File: src/rtl/dcache_responder_pkg.sv
// Shared pipeline definitions: MA control-field bit positions and the
// state encoding used by the data-side cache responder.
package pipelinedefs;

  localparam int MA_EN = 1;
  localparam int MA_RW = 0;

  typedef enum logic [1:0] {
    DC_IDLE  = 2'd0,
    DC_FILL  = 2'd1,
    DC_WRITE = 2'd2
  } dc_state_t;

endpackage

File: src/rtl/dcache_responder_if.sv
// Backing-memory bus between the cache responder (master) and the
// word-wide backing memory (slave), req/ack handshake.
interface dcache_responder_if #(
  parameter int ADDR_W = 32,
  parameter int DATA_W = 32
);
  logic              mem_req;
  logic              mem_we;
  logic [ADDR_W-1:0] mem_addr;
  logic [DATA_W-1:0] mem_wdata;
  logic              mem_ack;
  logic [DATA_W-1:0] mem_rdata;

  modport master (
    output mem_req, mem_we, mem_addr, mem_wdata,
    input  mem_ack, mem_rdata
  );

  modport slave (
    input  mem_req, mem_we, mem_addr, mem_wdata,
    output mem_ack, mem_rdata
  );
endinterface

File: src/rtl/dcache_line_store.sv
// Direct-mapped line arrays: valid/tag/data with asynchronous read and a
// single synchronous write port; valid bits clear on reset.
module dcache_line_store #(
  parameter int IDX_W  = 4,
  parameter int TAG_W  = 26,
  parameter int DATA_W = 32
) (
  input  logic              clk,
  input  logic              rst,
  input  logic [IDX_W-1:0]  rd_idx,
  output logic              rd_valid,
  output logic [TAG_W-1:0]  rd_tag,
  output logic [DATA_W-1:0] rd_data,
  input  logic              wr_en,
  input  logic [IDX_W-1:0]  wr_idx,
  input  logic [TAG_W-1:0]  wr_tag,
  input  logic [DATA_W-1:0] wr_data
);
  localparam int LINES = 1 << IDX_W;

  logic [LINES-1:0]  valid_r;
  logic [TAG_W-1:0]  tag_r  [LINES];
  logic [DATA_W-1:0] data_r [LINES];

  assign rd_valid = valid_r[rd_idx];
  assign rd_tag   = tag_r[rd_idx];
  assign rd_data  = data_r[rd_idx];

  // Only the valid bits need clearing; stale tag/data are masked by them.
  always_ff @(posedge clk or negedge rst) begin
    if (!rst) begin
      valid_r <= '0;
    end else if (wr_en) begin
      valid_r[wr_idx] <= 1'b1;
    end
  end

  always_ff @(posedge clk) begin
    if (wr_en) begin
      tag_r[wr_idx]  <= wr_tag;
      data_r[wr_idx] <= wr_data;
    end
  end
endmodule

File: src/rtl/dcache_responder.sv
// MA-stage data cache responder: direct-mapped, write-through,
// no-write-allocate, one word per line, in front of a req/ack backing memory.
module dcache_responder
  import pipelinedefs::*;
#(
  parameter int ADDR_W = 32,
  parameter int DATA_W = 32,
  parameter int IDX_W  = 4,
  parameter int CNT_W  = 16
) (
  input  logic                 clk,
  input  logic                 rst,
  input  logic                 i_en,
  input  logic                 i_rw,
  input  logic [ADDR_W-1:0]    i_addr,
  input  logic [DATA_W-1:0]    i_wdata,
  output logic [DATA_W-1:0]    o_rdata,
  output logic                 o_miss,
  dcache_responder_if.master   mem,
  output logic [CNT_W-1:0]     o_hit_cnt,
  output logic [CNT_W-1:0]     o_miss_cnt
);
  localparam int TAG_W = ADDR_W - IDX_W - 2;
  localparam logic [CNT_W-1:0] CNT_MAX = {CNT_W{1'b1}};

  dc_state_t         state_r;
  logic              mem_req_r, mem_we_r, done_r;
  logic [ADDR_W-1:0] mem_addr_r;
  logic [DATA_W-1:0] mem_wdata_r;
  logic [CNT_W-1:0]  hit_cnt_r, miss_cnt_r;

  logic [IDX_W-1:0]  idx_s;
  logic [TAG_W-1:0]  tag_s, rd_tag_s;
  logic              rd_valid_s, hit_s, active_s, load_hit_s;
  logic [DATA_W-1:0] rd_data_s;
  logic              wr_en_s;
  logic [IDX_W-1:0]  wr_idx_s;
  logic [TAG_W-1:0]  wr_tag_s;
  logic [DATA_W-1:0] wr_data_s;
  logic              miss_s;

  assign idx_s = i_addr[IDX_W+1:2];
  assign tag_s = i_addr[ADDR_W-1:IDX_W+2];
  assign hit_s = i_en & rd_valid_s & (rd_tag_s == tag_s);
  // done_r suppresses re-issue of the store that has just been acknowledged.
  assign active_s   = (state_r == DC_IDLE) & i_en & ~done_r;
  assign load_hit_s = active_s & ~i_rw & hit_s;

  dcache_line_store #(.IDX_W(IDX_W), .TAG_W(TAG_W), .DATA_W(DATA_W)) u_lines (
    .clk(clk), .rst(rst),
    .rd_idx(idx_s), .rd_valid(rd_valid_s), .rd_tag(rd_tag_s), .rd_data(rd_data_s),
    .wr_en(wr_en_s), .wr_idx(wr_idx_s), .wr_tag(wr_tag_s), .wr_data(wr_data_s)
  );

  // Line write port: fill install on ack, or write-through update of a resident line.
  always_comb begin
    wr_en_s   = 1'b0;
    wr_idx_s  = idx_s;
    wr_tag_s  = tag_s;
    wr_data_s = i_wdata;
    if ((state_r == DC_FILL) && mem.mem_ack) begin
      wr_en_s   = 1'b1;
      wr_idx_s  = mem_addr_r[IDX_W+1:2];
      wr_tag_s  = mem_addr_r[ADDR_W-1:IDX_W+2];
      wr_data_s = mem.mem_rdata;
    end else if (active_s && i_rw && hit_s) begin
      wr_en_s = 1'b1;
    end else begin
      wr_en_s = 1'b0;
    end
  end

  // Stall flag for the hazard unit.
  always_comb begin
    miss_s = 1'b0;
    case (state_r)
      DC_IDLE:  if (active_s) miss_s = i_rw | ~hit_s; else miss_s = 1'b0;
      DC_FILL:  miss_s = 1'b1;
      DC_WRITE: miss_s = 1'b1;
      default:  miss_s = 1'b1;
    endcase
  end

  assign o_miss  = miss_s;
  assign o_rdata = load_hit_s ? rd_data_s : '0;

  // Control FSM with registered backing-memory request and statistics.
  always_ff @(posedge clk or negedge rst) begin
    if (!rst) begin
      state_r     <= DC_IDLE;
      mem_req_r   <= 1'b0;
      mem_we_r    <= 1'b0;
      mem_addr_r  <= '0;
      mem_wdata_r <= '0;
      done_r      <= 1'b0;
      hit_cnt_r   <= '0;
      miss_cnt_r  <= '0;
    end else begin
      done_r <= 1'b0;
      case (state_r)
        DC_IDLE: begin
          if (active_s && i_rw) begin
            state_r     <= DC_WRITE;
            mem_req_r   <= 1'b1;
            mem_we_r    <= 1'b1;
            mem_addr_r  <= {i_addr[ADDR_W-1:2], 2'b00};
            mem_wdata_r <= i_wdata;
          end else if (active_s && !hit_s) begin
            state_r    <= DC_FILL;
            mem_req_r  <= 1'b1;
            mem_we_r   <= 1'b0;
            mem_addr_r <= {i_addr[ADDR_W-1:2], 2'b00};
            if (miss_cnt_r != CNT_MAX) miss_cnt_r <= miss_cnt_r + CNT_W'(1);
          end else if (load_hit_s) begin
            if (hit_cnt_r != CNT_MAX) hit_cnt_r <= hit_cnt_r + CNT_W'(1);
          end
        end
        DC_FILL: begin
          if (mem.mem_ack) begin
            state_r   <= DC_IDLE;
            mem_req_r <= 1'b0;
          end
        end
        DC_WRITE: begin
          if (mem.mem_ack) begin
            state_r   <= DC_IDLE;
            mem_req_r <= 1'b0;
            mem_we_r  <= 1'b0;
            done_r    <= i_en;
          end
        end
        default: begin
          state_r   <= DC_IDLE;
          mem_req_r <= 1'b0;
          mem_we_r  <= 1'b0;
        end
      endcase
    end
  end

  assign mem.mem_req   = mem_req_r;
  assign mem.mem_we    = mem_we_r;
  assign mem.mem_addr  = mem_addr_r;
  assign mem.mem_wdata = mem_wdata_r;
  assign o_hit_cnt     = hit_cnt_r;
  assign o_miss_cnt    = miss_cnt_r;
endmodule

File: src/flat_wrapper.sv
// flat-port wrapper written by rule: the top's interface ports become plain ports
module dcache_responder_flat import pipelinedefs::*;
#(
  parameter int ADDR_W = 32,
  parameter int DATA_W = 32,
  parameter int IDX_W  = 4,
  parameter int CNT_W  = 16
)
  (clk, rst, i_en, i_rw, i_addr, i_wdata, o_rdata, o_miss, o_hit_cnt, o_miss_cnt, mem_mem_req, mem_mem_we, mem_mem_addr, mem_mem_wdata, mem_mem_ack, mem_mem_rdata);
  dcache_responder_if #(.ADDR_W(ADDR_W), .DATA_W(DATA_W)) mem_i ();
  input  logic clk;
  input  logic rst;
  input  logic i_en;
  input  logic i_rw;
  input  logic [ADDR_W-1:0] i_addr;
  input  logic [DATA_W-1:0] i_wdata;
  output logic [DATA_W-1:0] o_rdata;
  output logic o_miss;
  output logic [CNT_W-1:0] o_hit_cnt;
  output logic [CNT_W-1:0] o_miss_cnt;
  output wire logic [$bits(mem_i.mem_req)-1:0] mem_mem_req;
  output wire logic [$bits(mem_i.mem_we)-1:0] mem_mem_we;
  output wire logic [$bits(mem_i.mem_addr)-1:0] mem_mem_addr;
  output wire logic [$bits(mem_i.mem_wdata)-1:0] mem_mem_wdata;
  input wire logic [$bits(mem_i.mem_ack)-1:0] mem_mem_ack;
  input wire logic [$bits(mem_i.mem_rdata)-1:0] mem_mem_rdata;
  assign mem_mem_req = mem_i.mem_req;
  assign mem_mem_we = mem_i.mem_we;
  assign mem_mem_addr = mem_i.mem_addr;
  assign mem_mem_wdata = mem_i.mem_wdata;
  assign mem_i.mem_ack = mem_mem_ack;
  assign mem_i.mem_rdata = mem_mem_rdata;
  dcache_responder #(.ADDR_W(ADDR_W), .DATA_W(DATA_W), .IDX_W(IDX_W), .CNT_W(CNT_W)) u_core (.clk(clk), .rst(rst), .i_en(i_en), .i_rw(i_rw), .i_addr(i_addr), .i_wdata(i_wdata), .o_rdata(o_rdata), .o_miss(o_miss), .mem(mem_i), .o_hit_cnt(o_hit_cnt), .o_miss_cnt(o_miss_cnt));
endmodule
File: config.mk
export PLATFORM = sky130hd
export DESIGN_NAME = dcache_responder_flat
export DESIGN_NICKNAME = d
export VERILOG_FILES = /design/src/rtl/dcache_responder_pkg.sv /design/src/rtl/dcache_responder_if.sv /design/src/rtl/dcache_line_store.sv /design/src/rtl/dcache_responder.sv /design/src/flat_wrapper.sv
export SDC_FILE = /design/constraint.sdc
export NUM_CORES = 1
export LEC_CHECK = 0
export ABC_AREA = 1
export CELL_PAD_IN_SITES_DETAIL_PLACEMENT = 1
export CELL_PAD_IN_SITES_GLOBAL_PLACEMENT = 1
export CORE_UTILIZATION = 28
export CTS_BUF_LIST = sky130_fd_sc_hd__clkbuf_16
export CTS_CLUSTER_SIZE = 28
export DETAILED_ROUTE_END_ITERATION = 16
export GPL_TIMING_DRIVEN = 0
export PLACE_DENSITY = 0.5
export SYNTH_ARGS = -nofsm -noshare
export SYNTH_HDL_FRONTEND = slang
export SYNTH_SLANG_ARGS = --single-unit
File: constraint.sdc
create_clock -name clk -period 5.9 [get_ports clk]
set_input_delay 1.18 -clock clk [delete_from_list [all_inputs] [get_ports clk]]
set_output_delay 1.18 -clock clk [all_outputs]
set_load 0.1 [all_outputs]
* Word-level counts from Yosys, hierarchy flattened
Memory sizes are Yosys's and may differ from the RTL's. Index checks and enable logic that the tools add are counted.
Storage, ports and cells: bits in registers 117, bits in writable memories 928, input port bits 101, output and inout port bits 131, word-level logic and storage cells 82, memories kept 2
Memories:
- u_core.u_lines.data_r | depth 16, width 32, rd ports 1, clocked after Yosys merged registers in 0, wr ports 1, RTL line dcache_line_store.sv:23 | logic [DATA_W-1:0] data_r [LINES];
- u_core.u_lines.tag_r | depth 16, width 26, rd ports 1, clocked after Yosys merged registers in 0, wr ports 1, RTL line dcache_line_store.sv:22 | logic [TAG_W-1:0] tag_r [LINES];
Cells by class: $add $sub $neg 2, order comparisons 3, equal/unequal tests 8, multiplexer cells 29, bitwise logic cells 14, reductions and logical operators 15
Operators with widths (number):
- two-way mux 32 bit | 4
- adder 16 x 1 -> 16 bit (second input constant) | 2
- inequality test 16 bit (second input constant) | 2
- == test 26 bit | 1
- two-way mux 26 bit | 1
- OR 16 bit | 1
- two-way mux 1 bit | 15
- < comparator 4 x 5 -> 1 bit (second input constant) | 2
- AND 1 bit | 6
- two-way mux 2 bit | 3
- NOT 1 bit | 6
- AND reduction 2 bit | 3
- logical AND 1 bit | 5
- AND reduction 5 bit | 1
- binary-select mux 1 bit (select 4 bit) | 1
- demux 1 bit (select 4 bit) | 1
- >= comparator 4 x 1 -> 1 bit (second input constant) | 1
- two-way mux 4 bit | 1
- one-hot mux 2 bit (2 select lines) | 1
- AND reduction 4 bit | 1
- inequality test 3 bit (second input constant) | 1
- one-hot mux 1 bit (3 select lines) | 1
- AND reduction 3 bit | 1
- == test 2 x 1 -> 1 bit (second input constant) | 1
- other kinds (9) | 9

* Logic depth before layout (Yosys ltp)
depth in word-level cells 9, gate-level depth with buffers 22, gate-level depth less buffers 20

* Modules after synthesis
Synthesis repeated with hierarchy kept, for this count alone.
Unflattened totals: cell total of the unflattened synthesis 4811, area, all modules 46854.9 um^2
Modules (own cells, without submodules):
- dcache_line_store | times used 1, cells an instance 3844, area an instance 40332.4 um^2, sequential area each 28267.1 um^2
- dcache_responder | times used 1, cells an instance 967, area an instance 6522.5 um^2, sequential area each 2477.4 um^2

* Worst setup path after synthesis
Ideal clock, no wire load.
path type input to output, start in i_addr[3], end out o_rdata[1], arrival time 4.946 ns, required time 4.720 ns, slack -0.226 ns, stages 16, buffers on the path 3, path through buf_4 > inv_4 > buf_2 > buf_2 > nand3_1 > nand3_1 > nand2_1 > nand2_1 > nand2_1 > nor2_1 > nand3_1 > nor2_1 > nand3b_1 > nor2_1 > nand2_1 > a211oi_1
Between the ends: word-level cells in the longest chain between the ends 6, elaborated cells between the ends (all ways) 9, those cells by class eq/ne: 1; mux: 3; bitwise: 3; memory: 2
Ends and longest elaborated chain:
- start: declaration | RTL line flat_wrapper.sv:15 | input logic [ADDR_W-1:0] i_addr;
- branches (longest 5 deep; another with memory (16 x 26 bit))
- two-way mux 32 bit (*) | RTL line dcache_responder.sv:85 | assign o_rdata = load_hit_s ? rd_data_s : '0;
- end: declaration | RTL line flat_wrapper.sv:17 | output logic [DATA_W-1:0] o_rdata;
Mark *: on every way between the ends. The select of a mux whose other input is x is not followed.

* Worst setup path after layout
start in i_addr[5], end out o_rdata[23]
The elaborated chain is that of the path after synthesis.

==> results.toml <==
[outcome]
outcome = "finished, violations left"
failed_checks = "capacitance limit"

[logic_synthesis]
synth_edf_count = 928
ys.flop_type = "edfxtp_1"
synth_area_leader_cell = "edfxtp_1"
synthArstFlopShare = 0.110
syn_area_per_cell_um2 = 11.1
yosysMostFrequentCell = "nand2_1"
ys_seq_area_frac = 0.699
netlist_area_um2 = 44000
netlist_top_cells_area = "edfxtp_1 63%, nand2_1 9.5%, dfrtp_1 6.5%"
synthTopCellsByCount = "1110 x nand2_1, 928 x edfxtp_1, 319 x a21oi_1"
yosysWarnings = 0
synthCells = 3970
yosysTopAreaCellShare = 0.634
yosysUniqueCellTypes = 41
synth-seq-cells = 1043

[floorplanning]
fp.dieH_um = 398
coreArea_um2 = 156000
io-pin-count = 232
die_w_um = 398
rows = 145
initial_utilization = 0.282
dieArea_um2 = 159000

[critical_path]
crit_type = "in -> out"
reg2reg_slack_ns = 1.16
crit_arrival_ns = 4.66
cp-start-kind = "input pin"
rr_startpoint = "u_core.state_r[1]"
cp_max_fo = 10
cp-end-kind = "primary output"
ff2ff_path_depth = 7
timing.rr.end = "u_core.u_lines.data_r[3][29]"
worstPathRequired_ns = 4.72

[clock_network]
cts_htree_levels = 3
cts.sinks = 1043
cts.clk_slew.worst_paths_ns = 0.06
clock_path_buffers = 3
holdBufCountCts = 0
cts_buffers = 121
clk-insertion-delay-late_ns = 0.77
cts_tree = "yes"
cts_root_buf = "clkbuf_16"

[routing]
wl_per_cell_um = 28.2
initialDrtViolationCount = 2682
drtAntennaViolNets = 0
vias_per_cell = 5.02
wl_um = 184000
drtPass1Iterations = 6
drc = 0
vias = 32800

[pwr]
power_density_nw_per_um2 = 404
ir_worst_vdd_v = 0.000321
p_leak_nw = 20.4
finalPower_mw = 21.9

[sta]
fin_setup_tns_ns = 0
worst_slew_pin_slew_ns = 1.49
relSlewSlack = 0.00342
clock.fmax_ghz = 0.171
hold_viol_final = 0
skew_ns = 0.0632
setup_viol = 0
fin_crit_ns = 5.84
finalCritPeriodShare = 0.990
rsz0062_at_grt = "false"
slew_viol_final = 0

[grt]
grt_start_max_net_pins = 66
grt_pass1_vias = 33200
track_usage = 0.230
grt_pass1_wl_um = 257000
grt_overflow = 0
antenna_found_initial = 2

[place]
io_buffers = 225
dp.cells = 6289
place_congestion = 0.823
hpwl_um = 121000
dpl-instance-area_um2 = 49700

[final_layout]
final_cells = 6527
final_util = 0.348
final_nets = 4466
nFillCells = 17100
design_area_um2 = 54300
syn_to_final_growth_pct = 23.5
drive_gt1_frac = 0.114

[job]
max_cap_viol_count = 1

[min_path]
hold_class = "in -> async"
through the flow:
step	hold slack (ns)	setup WS (ns)
finish	0.378	0.0575
CTS	0.387	0.00477
global route	0.378	0.000949
global placement	0.435	-6.34
detailed placement	0.438	-2.89
floorplan	0.422	-0.226
worst max-delay path, stage by stage:
cell and delay (ns):
buf_2 0.39, clkbuf_1 0.81, nand3_1 0.35, nand3_1 0.24, nand2_1 0.09, nor2_1 0.11
nand3_1 0.08, nor2_1 0.09, nand2_1 0.09, nor2_4 0.13, buf_12 0.13, nand2_8 0.11
buf_6 0.24, a211oi_4 0.33, buf_12 0.22
cells in the final DEF, fill, tap and decap left out, types with 6 or more instances in the layout:
cell type and count:
nand2_1 1105, edfxtp_1 928, inv_1 295, nand3_1 289, a21oi_1 276, nor2_1 234
clkdlybuf4s50_1 189, o21ai_0 127, clkbuf_16 122, dfrtp_1 115, a221oi_1 114, clkbuf_2 60
clkbuf_1 56, buf_4 53, o21ai_1 52, clkinv_1 40, buf_2 38, a21oi_2 37
buf_6 35, clkinv_2 25, nor3_1 24, nand4_1 22, o211ai_1 19, xor2_1 18
buf_16 18, buf_1 16, nand3_2 15, inv_4 13, buf_12 12, buf_8 11
bufinv_16 11, nor2_4 6, a211oi_2 6, a21oi_4 6
state kept, by name (all words and copies together), names as in the netlist:
register	count
u_core.u_lines.tag_r	416
u_core.o_hit_cnt	16
u_core.u_lines.data_r	512
u_core.o_miss_cnt	16
u_core.mem.mem_wdata	32
u_core.mem.mem_req	1
u_core.state_r	2
u_core.u_lines.valid_r	16
u_core.done_r	1
u_core.mem.mem_addr	30
u_core.mem.mem_we	1
what timing repair did:
item	CTS	global route
pin swaps	1	1
resized for setup	405	39
setup endpoints to repair	33	33
setup buffers	2	0
logic make-up (layout without fill, tap and decap cells):
logic type,count (synthesis),count (layout),synth area share
XOR/XNOR,23,23,0.00458
AND/OR/NAND/NOR,1718,1718,0.158
flip-flops,1043,1043,0.699
buffers and inverters,525,1020,0.0489
AO/OA/AOI/OAI,655,655,0.0874
adder cells (fa/ha/maj),5,5,0.00142
other,1,5,0.0000853
where the power goes:
group / total (mW) / switching, mW / internal [mW]
clock: 7.47 / 3.23 / 4.23
combinational: 5.27 / 4.21 / 1.06
sequential: 9.21 / 0.266 / 8.95
total: 21.9 / 7.71 / 14.2
area by class of cell:
| type | count | area, µm² | area share |
|---|---|---|---|
| flip-flops and latches | 1043 | 30700 | 0.566 |
| clock buffers | 122 | 3050 | 0.0562 |
| inverters | 292 | 1130 | 0.0209 |
| well taps | 2058 | 2570 | 0.0474 |
| diodes | 3 | 7.51 | 0.000138 |
| multi-input cells | 2403 | 11400 | 0.211 |
| plain buffers | 233 | 1320 | 0.0242 |
| repair buffers | 266 | 3150 | 0.0580 |
| clock inverters | 107 | 868 | 0.0160 |
metal layers:
metal,global-route usage,up-vias,part of all wire,wire [µm]
met3,0.0311,205,0.049,9000
li1,-,14600,-,-
met1,0.314,17000,0.45,82700
met5,0,-,0,0
met4,0.0486,0,0.020,3710
met2,0.388,921,0.48,88600
worst max path at each step:
stage	start	endpoint	slack (ns)	depth (start not counted)
floorplan	i_addr[3]	o_rdata[1]	-0.23	16
global placement	i_addr[4]	u_core.u_lines.data_r[2][14]	-6.34	15
detailed placement	i_addr[4]	o_rdata[6]	-2.89	15
CTS	i_addr[4]	o_rdata[12]	0.005	18
global route	i_addr[3]	o_rdata[23]	0.0009	16
finish	i_addr[5]	o_rdata[23]	0.06	15
No activity file was read; power rests on OpenSTA's default activity.
